File: config.mk
export PLATFORM = sky130hd
export DESIGN_NAME = cheri_tsmap_arb
export DESIGN_NICKNAME = d
export VERILOG_FILES = /design/src/rtl/cheri_pkg.sv /design/src/rtl/cheri_tsmap_sweep.sv /design/src/rtl/cheri_tsmap_arb.sv
export SDC_FILE = /design/constraint.sdc
export NUM_CORES = 1
export LEC_CHECK = 0
export CORE_ASPECT_RATIO = 0.5
export CORE_UTILIZATION = 26
export CTS_BUF_LIST = sky130_fd_sc_hd__clkbuf_4 sky130_fd_sc_hd__clkbuf_8
export DETAILED_ROUTE_END_ITERATION = 16
export PLACE_DENSITY = 0.79
export SYNTH_ARGS = -nofsm -noshare
export SYNTH_HDL_FRONTEND = slang
export SYNTH_SLANG_ARGS = --single-unit
File: constraint.sdc
create_clock -name clk_i -period 3.18 [get_ports clk_i]
set_clock_uncertainty 0.2 [all_clocks]
set_input_delay 0.795 -clock clk_i [delete_from_list [all_inputs] [get_ports clk_i]]
set_output_delay 0.795 -clock clk_i [all_outputs]
set_load 0.005 [all_outputs]
File: src/rtl/cheri_pkg.sv
// Shared types and constants for the TSMAP arbiter slice.
//   tsmap_arb_state_e : arbiter FSM states (IDLE, RMW_WB, SWEEP)
//   TsmapAw / TsmapDw : TSMAP word-address width and word width
//   sram_req_t        : one SRAM port command (select, write, be, addr, data)
//   be_to_mask        : expand 4 byte enables into a 32-bit bit mask
package cheri_pkg;

  localparam int unsigned TsmapAw = 16;
  localparam int unsigned TsmapDw = 32;

  typedef enum logic [1:0] {
    ST_IDLE   = 2'd0,
    ST_RMW_WB = 2'd1,
    ST_SWEEP  = 2'd2
  } tsmap_arb_state_e;

  typedef struct packed {
    logic               cs;
    logic               we;
    logic [3:0]         be;
    logic [TsmapAw-1:0] addr;
    logic [TsmapDw-1:0] wdata;
  } sram_req_t;

  function automatic logic [TsmapDw-1:0] be_to_mask(input logic [3:0] be);
    logic [TsmapDw-1:0] m;
    for (int i = 0; i < 4; i++) m[8*i +: 8] = {8{be[i]}};
    return m;
  endfunction

endpackage

File: src/rtl/cheri_tsmap_sweep.sv
// Clear-sweep engine: walks word addresses 0..TSMapSize-1, one write per
// unstalled cycle, and drops busy the cycle after the final write.
//   start  : accepted sweep start (already qualified by the arbiter)
//   stall  : a higher-priority requester owns the SRAM this cycle
//   busy   : sweep in progress (registered)
//   addr   : word address of the pending clear write
//   wr_c   : clear write issues this cycle
//   done_c : this cycle's write is the last one
module cheri_tsmap_sweep
  import cheri_pkg::*;
#(
  parameter int unsigned TSMapSize = 1024
) (
  input  logic               clk_i,
  input  logic               rst_ni,
  input  logic               start,
  input  logic               stall,
  output logic               busy,
  output logic [TsmapAw-1:0] addr,
  output logic               wr_c,
  output logic               done_c
);

  localparam logic [TsmapAw-1:0] LastAddr = TsmapAw'(TSMapSize - 1);

  logic               busy_q;
  logic [TsmapAw-1:0] cnt_q;

  assign wr_c   = busy_q & ~stall;
  assign done_c = wr_c & (cnt_q == LastAddr);
  assign busy   = busy_q;
  assign addr   = cnt_q;

  // Counter only advances on cycles where the clear write actually issued.
  always_ff @(posedge clk_i or negedge rst_ni) begin
    if (!rst_ni) begin
      busy_q <= 1'b0;
      cnt_q  <= '0;
    end else if (start) begin
      busy_q <= 1'b1;
      cnt_q  <= '0;
    end else if (done_c) begin
      busy_q <= 1'b0;
      cnt_q  <= '0;
    end else if (wr_c) begin
      cnt_q  <= cnt_q + TsmapAw'(1);
    end
  end

endmodule

File: src/rtl/cheri_tsmap_arb.sv
// TSMAP SRAM arbiter/sequencer. Shares one single-port SRAM between the
// revocation read port (highest priority, never stalled), an atomic
// write-back, the clear sweep and the bus port, in that order.
// Optional feature macro: CHERI_TSMAP_BITOP_EN enables atomic bit-set writes
// (read in the grant cycle, OR-merge written back from RMW_WB).
//   trvk_*  : revocation read port, data = SRAM read data the next cycle
//   bus_*   : allocator bus port, combinational grant, 1-cycle response
//   clr_*   : sweep start pulse / busy flag
//   sram_*  : SRAM macro port (combinational command, 1-cycle read data)
module cheri_tsmap_arb
  import cheri_pkg::*;
#(
  parameter int unsigned TSMapSize = 1024
) (
  input  logic        clk_i,
  input  logic        rst_ni,
  input  logic        trvk_cs_i,
  input  logic [15:0] trvk_addr_i,
  output logic [31:0] trvk_rdata_o,
  input  logic        bus_req_i,
  input  logic        bus_we_i,
  input  logic        bus_atomic_i,
  input  logic [3:0]  bus_be_i,
  input  logic [15:0] bus_addr_i,
  input  logic [31:0] bus_wdata_i,
  output logic        bus_gnt_o,
  output logic        bus_rvalid_o,
  output logic [31:0] bus_rdata_o,
  output logic        bus_err_o,
  input  logic        clr_start_i,
  output logic        clr_busy_o,
  output logic        sram_cs_o,
  output logic        sram_we_o,
  output logic [3:0]  sram_be_o,
  output logic [15:0] sram_addr_o,
  output logic [31:0] sram_wdata_o,
  input  logic [31:0] sram_rdata_i
);

  tsmap_arb_state_e   state_q, state_d;
  sram_req_t          sram_c;
  logic               in_range_c;
  logic               atomic_c;
  logic               rmw_go_c;
  logic               rmw_wb_c;
  logic               sweep_start_c;
  logic               sw_busy, sw_wr_c, sw_done_c;
  logic [TsmapAw-1:0] sw_addr;
  logic               rsp_valid_q, rsp_err_q, rsp_rd_q;

  assign in_range_c   = 32'(bus_addr_i) < TSMapSize;
  assign rmw_go_c     = bus_gnt_o & atomic_c & in_range_c;
  assign trvk_rdata_o = sram_rdata_i;

`ifdef CHERI_TSMAP_BITOP_EN
  logic               rmw_rd_q;
  logic               rsp_atomic_q;
  logic [TsmapAw-1:0] rmw_addr_q;
  logic [TsmapDw-1:0] rmw_set_q;
  logic [TsmapDw-1:0] old_q;
  logic [TsmapDw-1:0] old_c;

  assign atomic_c = bus_atomic_i & bus_we_i;
  assign rmw_wb_c = (state_q == ST_RMW_WB) & ~trvk_cs_i;
  // The old word arrives on the SRAM bus only in the first RMW_WB cycle;
  // after that it is held locally in case trvk keeps stalling us.
  assign old_c    = rmw_rd_q ? sram_rdata_i : old_q;
`else
  logic unused_atomic;
  assign unused_atomic = bus_atomic_i;
  assign atomic_c      = 1'b0;
  assign rmw_wb_c      = 1'b0;
`endif

  // Sweep counter/busy/done live in the sub-module; trvk stalls it.
  cheri_tsmap_sweep #(
    .TSMapSize (TSMapSize)
  ) u_sweep (
    .clk_i  (clk_i),
    .rst_ni (rst_ni),
    .start  (sweep_start_c),
    .stall  (trvk_cs_i),
    .busy   (sw_busy),
    .addr   (sw_addr),
    .wr_c   (sw_wr_c),
    .done_c (sw_done_c)
  );

  // State register.
  always_ff @(posedge clk_i or negedge rst_ni) begin
    if (!rst_ni) state_q <= ST_IDLE;
    else         state_q <= state_d;
  end

  // Next state, grant and SRAM command mux.
  always_comb begin
    state_d       = state_q;
    bus_gnt_o     = 1'b0;
    sweep_start_c = 1'b0;
    sram_c        = '0;

    case (state_q)
      ST_IDLE: begin
        bus_gnt_o = bus_req_i & ~trvk_cs_i & ~sw_busy;
        // A start colliding with an atomic grant is dropped: the FSM can
        // only take one of the two paths out of IDLE.
        if (rmw_go_c) begin
          state_d = ST_RMW_WB;
        end else if (clr_start_i && !sw_busy) begin
          sweep_start_c = 1'b1;
          state_d       = ST_SWEEP;
        end
      end
      ST_SWEEP: begin
        if (sw_done_c) state_d = ST_IDLE;
      end
`ifdef CHERI_TSMAP_BITOP_EN
      ST_RMW_WB: begin
        if (rmw_wb_c) state_d = ST_IDLE;
      end
`endif
      default: state_d = ST_IDLE;
    endcase

    if (trvk_cs_i) begin
      sram_c.cs   = 1'b1;
      sram_c.be   = 4'hF;
      sram_c.addr = trvk_addr_i;
`ifdef CHERI_TSMAP_BITOP_EN
    end else if (rmw_wb_c) begin
      sram_c.cs    = 1'b1;
      sram_c.we    = 1'b1;
      sram_c.be    = 4'hF;
      sram_c.addr  = rmw_addr_q;
      sram_c.wdata = old_c | rmw_set_q;
`endif
    end else if (sw_wr_c) begin
      sram_c.cs   = 1'b1;
      sram_c.we   = 1'b1;
      sram_c.be   = 4'hF;
      sram_c.addr = sw_addr;
    end else if (bus_gnt_o && in_range_c) begin
      // Atomic writes start with a read of the target word.
      sram_c.cs    = 1'b1;
      sram_c.we    = bus_we_i & ~atomic_c;
      sram_c.be    = bus_be_i;
      sram_c.addr  = bus_addr_i;
      sram_c.wdata = bus_wdata_i;
    end
  end

  assign sram_cs_o    = sram_c.cs;
  assign sram_we_o    = sram_c.we;
  assign sram_be_o    = sram_c.be;
  assign sram_addr_o  = sram_c.addr;
  assign sram_wdata_o = sram_c.wdata;
  assign clr_busy_o   = sw_busy;

  // Bus response tracking; atomics respond after their write-back instead.
  always_ff @(posedge clk_i or negedge rst_ni) begin
    if (!rst_ni) begin
      rsp_valid_q <= 1'b0;
      rsp_err_q   <= 1'b0;
      rsp_rd_q    <= 1'b0;
    end else begin
      rsp_valid_q <= (bus_gnt_o & ~rmw_go_c) | rmw_wb_c;
      rsp_err_q   <= bus_gnt_o & ~in_range_c;
      rsp_rd_q    <= bus_gnt_o & in_range_c & ~bus_we_i;
    end
  end

  assign bus_rvalid_o = rsp_valid_q;
  assign bus_err_o    = rsp_err_q;

`ifdef CHERI_TSMAP_BITOP_EN
  // Atomic sequencing state: target, bits to set and the captured old word.
  always_ff @(posedge clk_i or negedge rst_ni) begin
    if (!rst_ni) begin
      rmw_rd_q     <= 1'b0;
      rsp_atomic_q <= 1'b0;
      rmw_addr_q   <= '0;
      rmw_set_q    <= '0;
      old_q        <= '0;
    end else begin
      rmw_rd_q     <= rmw_go_c;
      rsp_atomic_q <= rmw_wb_c;
      if (rmw_go_c) begin
        rmw_addr_q <= bus_addr_i;
        rmw_set_q  <= bus_wdata_i & be_to_mask(bus_be_i);
      end
      if (state_q == ST_RMW_WB) old_q <= old_c;
    end
  end

  assign bus_rdata_o = rsp_rd_q ? sram_rdata_i : (rsp_atomic_q ? old_q : '0);
`else
  assign bus_rdata_o = rsp_rd_q ? sram_rdata_i : '0;
`endif

endmodule

# After elaboration in Yosys (flattened, before gate mapping)
# Cells that the tools add are included.
# classes
reduce_logical	7
addsub	1
magnitude_cmp	1
n_bitwise	11
n_eq_ne	4
muxes	19
# ops
op	count
$mux 32	3
$mux 54	1
$mux 16	3
$mux 22	1
$mux 20	1
$add 16x1->16 const B	1
$eq 16x10->1 const B	1
$lt 16x11->1 const B	1
$and 1x1->1	7
$mux 1	7
$mux 2	2
$ne 2x2->1 const B	2
$not 1->1	4
$pmux 2 s2	1
$reduce_bool 3->1	1
$eq 2x2->1 const B	1
$logic_and 1x1->1	2
$logic_not 2->1	1
$reduce_and 2->1	1
$reduce_bool 2->1	1
$logic_not 1->1	1
# word_totals
wordCells	49
in_bits	107
output_inout_bits	122
reg_bits	22

# Longest topological paths before layout
# depth
word_depth	8
mapped_depth	7

# Modules after synthesis
# From an unflattened synthesis, not the netlist that was laid out.
# unflattened
hier_cells	263
area_unflattened_um2	2120.8
# by_module_without_submodules
module	area_each_um2	instances	seq_area_each_um2	cells_each
cheri_tsmap_arb	1218.7	1	100.1	170
cheri_tsmap_sweep	902.1	1	425.4	93

# Worst setup path after synthesis
# No wires, ideal clock.
# synth_path
kind	input port to output port
from	in bus_addr_i[12]
to	out sram_addr_o[2]
arrival_time_ns	2.296
t_required_ns	2.185
path_slack_ns	-0.111
stages	6
cell_sequence	or4_1 -> nor3_1 -> and2_1 -> buf_2 -> buf_2 -> a21o_1
# synth_between
elab_chain_len	5
# synth_rtl
item	line	source
start: declaration	cheri_tsmap_arb.sv:24	input logic [15:0] bus_addr_i,
$lt 16x11->1	cheri_tsmap_arb.sv:51	assign in_range_c = 32'(bus_addr_i) < TSMapSize;
$logic_and 1x1->1	cheri_tsmap_arb.sv:142	end else if (bus_gnt_o && in_range_c) begin
$mux 54	cheri_tsmap_arb.sv:142	
$mux 22	cheri_tsmap_arb.sv:137	end else if (sw_wr_c) begin
$mux 20	cheri_tsmap_arb.sv:125	if (trvk_cs_i) begin
end: declaration	cheri_tsmap_arb.sv:35	output logic [15:0] sram_addr_o,
# No other way between the ends.

# Worst setup path in the final report
# layout_path
from	in bus_addr_i[11]
to	out sram_addr_o[9]
# The elaborated chain is that of the path after synthesis.

==> impl_metrics.json <==
{
  "layout-drive-gt1-share": 0.215,
  "grt_antenna_before_repair": 0,
  "crit_slowest_cell": "or4_4",
  "final_setup_fails": 47,
  "critical_path.cell_chain": "buf_6, or4_4, nor3_2, buf_4, buf_12, and2_4, buf_12, buf_6, a221o_1, buf_2",
  "synthToLayoutAreaGrowth_pct": 121,
  "critical_path_arrival_ns": 2.34,
  "worstPathBufferInverterCount": 6,
  "cp_top_family": "simple AND/OR/NAND/NOR gates",
  "floorplan_core_area_mm2": 0.00749,
  "port_buffers": 227,
  "drc": 0,
  "htree_levels": 1,
  "via_count_of_the_first_global_routing_pass": 2586,
  "min_period_ns": 3.34,
  "failing_checks": "negative setup slack",
  "worstSetupStartpointType": "input port",
  "switch_pwr_w": 0.000316,
  "max_freq_ghz": 0.300,
  "power.density_cell_area_mw_per_mm2": 220,
  "die_x_um": 128,
  "all_layer_global_routing_usage": 0.220,
  "final_net_count": 584,
  "tritoncts": "yes",
  "grt_overflow": 0,
  "post_drt_wl_per_cell_um": 16.0,
  "synth-seq-area-share": 0.255,
  "grt_pass1_wl_mm": 14.1,
  "post-layout-total-power_w": 0.00100,
  "timing.critical_path.to_type": "output port",
  "share_seq_of_total_power": 0.367,
  "fp.dieArea_mm2": 0.00831,
  "clk_latency_ns": 0.27,
  "gp_congestion": 0.805,
  "finish.instance_area_mm2": 0.00455,
  "ir_worst_vdd_mv": 0.154,
  "critPathRequiredTime_ns": 2.18,
  "grt_max_degree": 24,
  "viasPerCell": 4.59,
  "drtAntennaViolNets": 0,
  "power_frac_clock": 0.192,
  "worst_pin_slew_ns": 0.537,
  "cts_inserted_buffers": 3,
  "n_antenna_cell": 0,
  "postRouteWirelength_mm": 9.35,
  "timing.hold.worst.class": "reg2reg",
  "iteration_count_of_the_initial_detailed_routing_pass": 4,
  "floorplan.die.height_um": 65.0,
  "initial_core_util": 0.275,
  "clk_path_buf_depth": 2,
  "critical_path.max_stage_delay_ns": 0.52,
  "relSlewSlack": 0.632,
  "setup_tns_after_final_layout_ns": -3.27,
  "row_count": 22,
  "synth.yosys.warnings": 0,
  "detailed_place.area_mm2": 0.00428,
  "syn-mean-instance-area_um2": 7.75,
  "dr.first_iter.drc_count": 146,
  "grt_setup_unrepaired": "true",
  "post_synthesis_net_count": 374,
  "final-hold-violation-count": 0,
  "intPower_w": 0.000686,
  "leakage_nw": 2.04,
  "final_count_of_pins_violating_max_slew": 0,
  "syn-instance-count": 266,
  "postSynthRegisterBits": 21,
  "comb_power_share": 0.440,
  "status": "complete, but fails checks",
  "timing.final.crit_share": 1.05,
  "dr_total_vias": 2674,
  "max-cap-violations": 0,
  "cts_root_buf": "clkbuf_8",
  "io_pins": 229,
  "syn_area_mm2": 0.00206,
  "crit_path_max_fanout": 5,
  "worst_setup_hold_path_clk_slew_ns": 0.08,
  "dp_hpwl_mm": 7.10,
  "p_sw_frac": 0.316,
  "n_fill_cell": 658,
  "criticalPathCategory": "in2out",
  "postLayoutSetupSlackWorst_ns": -0.157,
  "yosys_cell_types": 41,
  "clock-sinks": 21
}
cells in the final DEF (no fill, tap or decap), types with 3 or more instances in the layout:
| cell type | count |
|---|---|
| nand2_1 | 17 |
| buf_4 | 18 |
| clkdlybuf4s50_1 | 171 |
| and2_1 | 32 |
| dfrtp_1 | 21 |
| a22o_1 | 10 |
| xor2_1 | 4 |
| o31ai_1 | 3 |
| buf_2 | 22 |
| dlygate4sd2_1 | 7 |
| buf_6 | 20 |
| a21o_1 | 16 |
| xnor2_1 | 4 |
| and3_1 | 21 |
| and3_4 | 12 |
| a21oi_1 | 8 |
| buf_12 | 5 |
| o21ai_0 | 9 |
| nand4_1 | 5 |
| or4_1 | 3 |
| nand3_1 | 3 |
| nor2_1 | 11 |
| clkdlybuf4s15_2 | 11 |
| clkbuf_8 | 3 |
kinds of logic after synthesis:
| family | synth area share |
|---|---|
| AO/OA/AOI/OAI | 0.189 |
| adder cells (fa/ha/maj) | 0.00607 |
| XOR/XNOR | 0.0340 |
| AND/OR/NAND/NOR | 0.349 |
| buffers and inverters | 0.167 |
| flip-flops | 0.255 |
sequential cells by signal, indices dropped and copies added, names as in the netlist:
signal and flops:
bus_err_o 1, bus_rvalid_o 1, state_q 1, u_sweep.busy 1, u_sweep.addr 16, rsp_rd_q 1
final cells by class:
class / instances / area, um^2 / area share
well taps: 108 / 135 / 0.0297
flip-flops and latches: 21 / 526 / 0.115
clock buffers: 4 / 48.8 / 0.0107
multi-input cells: 189 / 1280 / 0.281
inverters: 2 / 7.51 / 0.00165
repair buffers: 259 / 2550 / 0.561
worst paths after layout:
check,slack (ns),startpoint,depth (start not counted),end
worst max register to register,0.85,u_sweep.busy,5,u_sweep.addr[15]
worst min register to register,0.39,u_sweep.addr[15],2,u_sweep.addr[15]
worst max-delay path,-0.16,bus_addr_i[11],10,sram_addr_o[9]
max in group asynchronous,1.89,rst_ni,2,bus_rvalid_o
worst min-delay path,0.39,u_sweep.addr[15],2,u_sweep.addr[15]
min in group asynchronous,0.67,rst_ni,2,u_sweep.addr[6]
synth_stat cells:
cell type / instances / area share
nand2b_1: 1 / 0.0030
a211o_1: 1 / 0.0043
or4_1: 4 / 0.015
o31ai_1: 3 / 0.011
a2111oi_0: 1 / 0.0043
buf_6: 1 / 0.0055
nor3b_2: 1 / 0.0061
clkbuf_1: 15 / 0.027
o2111ai_1: 1 / 0.0043
o211ai_1: 1 / 0.0036
a211oi_1: 2 / 0.0073
buf_2: 5 / 0.012
ha_1: 1 / 0.0061
or2_1: 2 / 0.0061
xor2_1: 4 / 0.017
a31oi_1: 1 / 0.0030
o21ai_0: 9 / 0.022
nor4_1: 1 / 0.0030
o21ai_1: 2 / 0.0049
nand2_1: 17 / 0.031
or3_1: 2 / 0.0061
and4_1: 1 / 0.0043
nor2_1: 11 / 0.020
or3b_1: 2 / 0.0085
buf_1: 1 / 0.0018
a22o_1: 10 / 0.042
nor3b_1: 1 / 0.0036
nand4_1: 5 / 0.015
or2_2: 1 / 0.0030
nor3_1: 3 / 0.0073
a221o_1: 1 / 0.0049
xnor2_1: 4 / 0.017
buf_4: 32 / 0.12
a21oi_1: 8 / 0.019
and3_1: 33 / 0.10
inv_1: 2 / 0.0036
nand3_1: 3 / 0.0073
a21o_1: 16 / 0.058
nor2b_1: 3 / 0.0091
dfrtp_1: 21 / 0.26
and2_1: 33 / 0.10
stage by stage:
stage | setup WS [ns] | hold WS, ns | std cells | utilization
after floorplan | 0.0102 | 0.299 | 266 | -
after global placement | -0.804 | 0.357 | 564 | 0.572
after detailed placement | -0.817 | 0.357 | 564 | 0.572
after CTS | -0.230 | 0.389 | 584 | 0.600
after global routing | -0.224 | 0.411 | 583 | 0.608
final | -0.157 | 0.393 | 583 | 0.608
power groups by stage:
stage | registers, W | clock network, W | logic, W
finish | 0.000368 | 0.000193 | 0.000441
detailed placement | 0.000371 | 0 | 0.000455
global placement | 0.000370 | 0 | 0.000449
CTS | 0.000366 | 0.000195 | 0.000442
global route | 0.000376 | 0.000211 | 0.000481
floorplan | 0.000351 | 0 | 0.000191
metal layers:
metal,vias up,track usage,wire (um)
li1,1332,-,-
met1,1232,0.255,3700
met2,98,0.428,5050
met3,12,0.0396,489
met4,0,0.0382,111
met5,-,0,0
worst reg2reg max path: stages (launching register included):
cell	delay, ns
dfrtp_1	0.38
buf_4	0.18
or3b_1	0.50
a211o_1	0.42
or4_1	0.42
a21oi_1	0.15
what timing repair did:
action	in CTS	in global routing
setup endpoints to repair	55	49
gates resized for setup	210	17
gates cloned	4	0
pin swaps	20	10
hold buffers	0	0
buffers inserted	13	0
(Power assumes the default switching activity.)
